===== src/rtl/gate_pkg.sv =====
// Shared definitions for the arbitrated bitwise gate unit: op codes and FSM states.
package gate_pkg;

    typedef enum logic [2:0] {
        OP_AND  = 3'd0,
        OP_OR   = 3'd1,
        OP_NAND = 3'd2,
        OP_NOR  = 3'd3,
        OP_XOR  = 3'd4,
        OP_XNOR = 3'd5,
        OP_NOT  = 3'd6,
        OP_PASS = 3'd7
    } op_e;

    typedef enum logic {
        ST_IDLE = 1'b0,
        ST_HOLD = 1'b1
    } state_e;

endpackage


===== src/rtl/gate_op_unit.sv =====
// Combinational DATA_W-bit bitwise gate; every 3-bit op code is legal.
module gate_op_unit
    import gate_pkg::*;
#(
    parameter int DATA_W = 4
) (
    input  logic [2:0]        op,
    input  logic [DATA_W-1:0] a,
    input  logic [DATA_W-1:0] b,
    output logic [DATA_W-1:0] y
);

    always_comb begin
        y = '0;
        case (op_e'(op))
            OP_AND:  y = a & b;
            OP_OR:   y = a | b;
            OP_NAND: y = ~(a & b);
            OP_NOR:  y = ~(a | b);
            OP_XOR:  y = a ^ b;
            OP_XNOR: y = ~(a ^ b);
            OP_NOT:  y = ~a;
            OP_PASS: y = a;
        endcase
    end

endmodule


===== src/rtl/gate_unit_arbiter.sv =====
// Round-robin arbiter sharing one gate_op_unit among NUM_REQ requesters,
// with a single registered, ID-tagged response channel.
module gate_unit_arbiter
    import gate_pkg::*;
#(
    parameter int NUM_REQ = 4,
    parameter int DATA_W  = 4,
    parameter int ID_W    = 2
) (
    input  logic                      clk,
    input  logic                      rst,
    input  logic [NUM_REQ-1:0]        req_valid,
    input  logic [3*NUM_REQ-1:0]      req_op,
    input  logic [DATA_W*NUM_REQ-1:0] req_a,
    input  logic [DATA_W*NUM_REQ-1:0] req_b,
    output logic [NUM_REQ-1:0]        req_ready,
    output logic                      rsp_valid,
    input  logic                      rsp_ready,
    output logic [DATA_W-1:0]         rsp_data,
    output logic [ID_W-1:0]           rsp_id,
    output logic [7:0]                busy_cnt
);

    state_e            state;
    state_e            state_next;
    logic [ID_W-1:0]   rr_ptr;
    logic [ID_W-1:0]   win_idx;
    logic [ID_W-1:0]   scan_idx;
    logic              win_found;
    logic              accept;
    logic [2:0]        sel_op;
    logic [DATA_W-1:0] sel_a;
    logic [DATA_W-1:0] sel_b;
    logic [DATA_W-1:0] gate_y;

    // Scan starts one past the last winner so every requester gets a turn.
    always_comb begin
        win_found = 1'b0;
        win_idx   = '0;
        scan_idx  = '0;
        for (int unsigned off = 1; off <= NUM_REQ; off++) begin
            scan_idx = ID_W'((32'(rr_ptr) + off) % NUM_REQ);
            if (!win_found && req_valid[scan_idx]) begin
                win_found = 1'b1;
                win_idx   = scan_idx;
            end
        end
    end

    always_comb begin
        sel_op = '0;
        sel_a  = '0;
        sel_b  = '0;
        for (int unsigned i = 0; i < NUM_REQ; i++) begin
            if (win_idx == ID_W'(i)) begin
                sel_op = req_op[3*i +: 3];
                sel_a  = req_a[DATA_W*i +: DATA_W];
                sel_b  = req_b[DATA_W*i +: DATA_W];
            end
        end
    end

    gate_op_unit #(
        .DATA_W (DATA_W)
    ) u_gate (
        .op (sel_op),
        .a  (sel_a),
        .b  (sel_b),
        .y  (gate_y)
    );

    assign accept = |req_ready;

    // FSM: state register
    always_ff @(posedge clk) begin
        if (rst) begin
            state <= ST_IDLE;
        end else begin
            state <= state_next;
        end
    end

    // FSM: next state
    always_comb begin
        state_next = state;
        case (state)
            ST_IDLE: if (accept) state_next = ST_HOLD;
            ST_HOLD: if (rsp_ready && !accept) state_next = ST_IDLE;
            default: state_next = ST_IDLE;
        endcase
    end

    // FSM: outputs; HOLD may accept only when the current result drains this cycle
    always_comb begin
        req_ready = '0;
        rsp_valid = (state == ST_HOLD);
        if (!rst && win_found && (state == ST_IDLE || rsp_ready)) begin
            req_ready[win_idx] = 1'b1;
        end
    end

    always_ff @(posedge clk) begin
        if (rst) begin
            rsp_data <= '0;
            rsp_id   <= '0;
            rr_ptr   <= ID_W'(NUM_REQ - 1);
            busy_cnt <= '0;
        end else if (accept) begin
            rsp_data <= gate_y;
            rsp_id   <= win_idx;
            rr_ptr   <= win_idx;
            if (busy_cnt != 8'hFF) begin
                busy_cnt <= busy_cnt + 8'd1;
            end
        end
    end

endmodule


===== config.mk =====
export PLATFORM = sky130hd
export DESIGN_NAME = gate_unit_arbiter
export DESIGN_NICKNAME = d
export VERILOG_FILES = /design/src/rtl/gate_pkg.sv /design/src/rtl/gate_op_unit.sv /design/src/rtl/gate_unit_arbiter.sv
export SDC_FILE = /design/constraint.sdc
export NUM_CORES = 1
export LEC_CHECK = 0
export CORE_MARGIN = 4
export CORE_UTILIZATION = 47
export DETAILED_ROUTE_END_ITERATION = 10
export PLACE_DENSITY = 0.9
export SYNTH_ARGS = -nofsm -noshare
export SYNTH_HDL_FRONTEND = slang
export SYNTH_SLANG_ARGS = --single-unit

===== constraint.sdc =====
create_clock -name clk -period 5.35 [get_ports clk]
set_clock_uncertainty 0.15 [all_clocks]
set_input_delay 1.605 -clock clk [delete_from_list [all_inputs] [get_ports clk]]
set_output_delay 1.605 -clock clk [all_outputs]
set_load 0.02 [all_outputs]

==> summary.txt <==
WORST HOLD PATH
----------------------------------------------------------------------------------------
Worst Hold Launch                                                              rsp_id[1]
Worst hold path type                                                        flip-flop to flip-flop
Sink of the worst hold path                                                    rsp_id[1]
Hold Path Stages                                                                       2

DIE
----------------------------------------------------------------------------------------
Die area                                                                     0.00467 mm²
Boundary pin count                                                                    70
Placeable Area                                                               0.00342 mm²
Horiz. Die Dim                                                                   68.3 µm
Height of the die                                                                68.3 µm
Number of rows created at floorplan                                                   21
Starting utilization of the core area                                              50.1%

GLOBAL ROUTE
----------------------------------------------------------------------------------------
Total congestion overflow after global routing                                         0
Vias in the first global route                                                      1675
Global-route wire length before repair                                           7.18 mm
Total global-route track usage                                                     19.9%
Number of antenna violations at the first check in global routing                      0
Maximum number of pins on one net before global-route repair                          19

CLOCK NETWORK
----------------------------------------------------------------------------------------
Clock tree from TritonCTS                                                          built
Clock transition at the registers of the reported paths                          0.09 ns
Clock Sinks                                                                           17
Buffer type at the clock tree root                                              clkbuf_4
Post-CTS Setup Inserts                                                                 0
Maximum clock path buffer count                                                        2
Worst-Skew Late Latency                                                          0.29 ns
Number of buffers created by CTS                                                       3
H-tree depth                                                                           1

YOSYS
----------------------------------------------------------------------------------------
Number of synthesized register bits                                                   17
Number of enable-type register cells in the synthesized netlist                        0
Largest area contributor in the netlist                                          dfxtp_1
Total number of yosys warnings                                                         0
Part of the Yosys area used for sequential elements                                19.9%
Synthesized-area fraction occupied by xor and xnor cells                           5.12%
Dominant cell by count in the synthesized netlist                                mux2i_1
Most frequent cells after synthesis                                         mux2i_1, nor2_1, nand2_1
Multiplexer share of the synthesized area                                          23.5%
Post-synthesis adder-cell area fraction                                            6.58%
Complex-gate fraction of the synthesized area                                      18.4%
Fraction of registers with async set or reset after synthesis                         0%
Gate count after technology mapping                                                  210
Mean cell area of the mapped netlist                                            8.15 µm²
Cell variety after synth                                                              45
Main area contributors after synthesis                                      dfxtp_1, mux2i_1, ha_1, nor2_1, nand2_1
Cell area after synthesis                                                    0.00171 mm²
Post-synthesis share of cell area spent on and, or, nand and nor gates             21.3%
Post-synth top area share                                                          19.9%
Nets in the synthesized netlist                                                      270
Primary flip-flop cell chosen by synthesis mapping                               dfxtp_1
Dominant combinational cell family by area after synthesis                  multiplexers

LAYOUT
----------------------------------------------------------------------------------------
Post-route cell area                                                         0.00249 mm²
Fillers                                                                              278
Number of cells in the finished layout apart from fillers                            326
Number of diodes                                                                       0
Area growth from synthesis to layout                                               45.5%
Share of final-layout standard cells stronger than drive strength 1                8.93%
Nets@finish                                                                          341

TIMING
----------------------------------------------------------------------------------------
Count of final hold-check violations                                                   0
Slew @ Worst Pin                                                                0.576 ns
Shortest clock period the worst path allows after layout                         5.21 ns
Post-layout worst setup margin                                                  0.142 ns
Final critical-path share of the clock period                                      97.3%
F_max                                                                            192 MHz
Slew Limit Headroom                                                                60.5%
Count of final setup violators                                                         0
RSZ-0062 raised after global routing                                               false
Number of pins exceeding their max-slew limit in the final report                      0
Sum of negative setup slack                                                         0 ns

DETAILED ROUTING
----------------------------------------------------------------------------------------
Drt first pass iters                                                                   4
DR vias                                                                             1785
DRT iter0 DRCs                                                                        72
Number of vias per cell                                                             5.48
Count of unresolved DRC violations after routing                                       0
Average routed wire per standard cell                                            14.2 µm
DRT antenna net count                                                                  0
Total wirelength of the detailed-routed design                                   4.62 mm

SETUP PATH
----------------------------------------------------------------------------------------
Slack of the worst reg-to-reg path                                               2.12 ns
End of the worst register-to-register path                                   rsp_data[2]
CP required                                                                      3.60 ns
Worst path most repeated cell                                               clkdlybuf4s50_1
Max stage delay on crit path                                                     0.61 ns
Critical path buffers and inverters                                                    2
R2R depth                                                                             10
Ordered list of cells on the worst path                                     clkdlybuf4s50_1, a21bo_1, a21oi_2, nor2_2, nor2_1, clkdlybuf4s50_1
Crit Reg-Reg Startpoint                                                        rr_ptr[1]
CP endpoint kind                                                              output pin
Maximum fanout encountered on the critical timing path                                 5
Arrival time worst endpoint                                                      3.45 ns
Highest-delay cell along the critical path                                  clkdlybuf4s50_1
Family of cells with the greatest summed delay on the critical path         buffers and inverters
Path type of the worst setup path                                           primary input to output pin
Kind of start point of the critical path                                    primary input

PLACE
----------------------------------------------------------------------------------------
Post-placement cell count                                                            322
Pre-CTS worst setup slack                                                      0.0987 ns
Area of placed instances                                                     0.00245 mm²
Weighted congestion reported at the end of routability-driven placement            0.867
Number of port buffers                                                                69
Total half-perimeter wirelength after legalization and detailed placement        3.72 mm

RUN STATUS
----------------------------------------------------------------------------------------
Status                                                                      complete, no violations

FLOW RUN
----------------------------------------------------------------------------------------
Number of violations of the max-capacitance limit                                      0

POWER AND IR DROP
----------------------------------------------------------------------------------------
Power Density                                                                 223 mW/mm²
Worst-case vdd ir drop                                                          0.171 mV
Total power after layout                                                      0.000556 W
Standby leakage power                                                            1.06 nW

==> area by class of cell <==
| class | instances | area (µm²) | area share, % |
|---|---|---|---|
| tap | 46 | 57.6 | 2.31 |
| multi-input combinational | 174 | 1290 | 51.9 |
| inverter | 11 | 41.3 | 1.66 |
| timing repair buffer | 74 | 733 | 29.4 |
| sequential | 17 | 340 | 13.7 |
| clock buffer | 4 | 26.3 | 1.06 |
==> cells in the final DEF (no fill, tap or decap), types with 2 or more instances in the layout <==
cell	instances
dfxtp_1	17
clkdlybuf4s50_1	67
a221oi_1	2
or3_1	3
nand3_1	3
a21oi_1	8
clkbuf_4	3
nor2_1	22
mux2i_1	32
xor2_1	4
dlymetal6s2s_1	2
nor3_1	6
xnor2_1	6
a31oi_1	3
inv_1	10
mux2_2	6
nor2b_1	7
nand4_1	4
buf_4	5
o221ai_1	2
o21ai_0	7
ha_1	9
nand2b_1	4
a211oi_1	3
a21oi_2	2
nand2_1	21
==> power by group <==
part            total, W  internal (W)  switching [W]
combinational   0.000341      0.000167       0.000173
sequential      0.000148      0.000138      0.0000101
clock          0.0000675     0.0000290      0.0000384
total           0.000556      0.000334       0.000222
==> layer usage <==
layer	global-route usage, %	part of all wire (%)
met5	0	0
met4	5.46	0.95
met1	23.5	41
met2	36.6	53
met3	3.12	5.1
==> flip-flops by register name, summed over array words and instances, names as in the netlist <==
name,flops
rsp_id,2
busy_cnt,8
rsp_valid,1
rr_ptr,2
rsp_data,4
==> per-stage QoR <==
step | hold slack, ns | util, %
2_1_floorplan | 0.379 | -
3_3_place_gp | 0.322 | 71.8
3_5_place_dp | 0.298 | 71.8
4_1_cts | 0.320 | 72.6
5_1_grt | 0.354 | 72.9
6_report | 0.321 | 72.9
==> repair_timing <==
item                       CTS  global route
setup endpoints to repair    0             4
hold buffers                 0             0
resized for setup            0             3
==> cells by family (layout without fill, tap and decap cells) <==
logic type	Yosys count	count (layout)
muxes	39	39
buffers and inverters	19	89
AOI/OAI and AO/OA	39	39
and+or+nand+nor	77	77
adders and majority gates	9	9
DFF	17	17
xor gates and xnor gates	10	10
==> how the worst max path moves through the flow <==
stage          cells past startpoint  slack, ns    startpoint      endpoint
2_1_floorplan                      5       0.58           rst  req_ready[0]
5_1_grt                            6       0.04  req_valid[3]  req_ready[1]
3_3_place_gp                       6       0.12  req_valid[3]  req_ready[0]
4_1_cts                            6       0.09  req_valid[3]  req_ready[2]
6_report                           6       0.14  req_valid[3]  req_ready[3]
3_5_place_dp                       6        0.1  req_valid[3]  req_ready[2]
==> worst register-to-register path: stages (launching register included) <==
cell and delay, ns:
dfxtp_1 0.46, mux2i_1 0.25, o22ai_2 0.14, nor2_2 0.21, buf_4 0.33, mux2_2 0.43
ha_1 0.30, a21boi_0 0.32, a2111oi_4 0.05, a2111oi_1 0.33, a21oi_1 0.13
No activity file was read; power rests on OpenSTA's default activity.
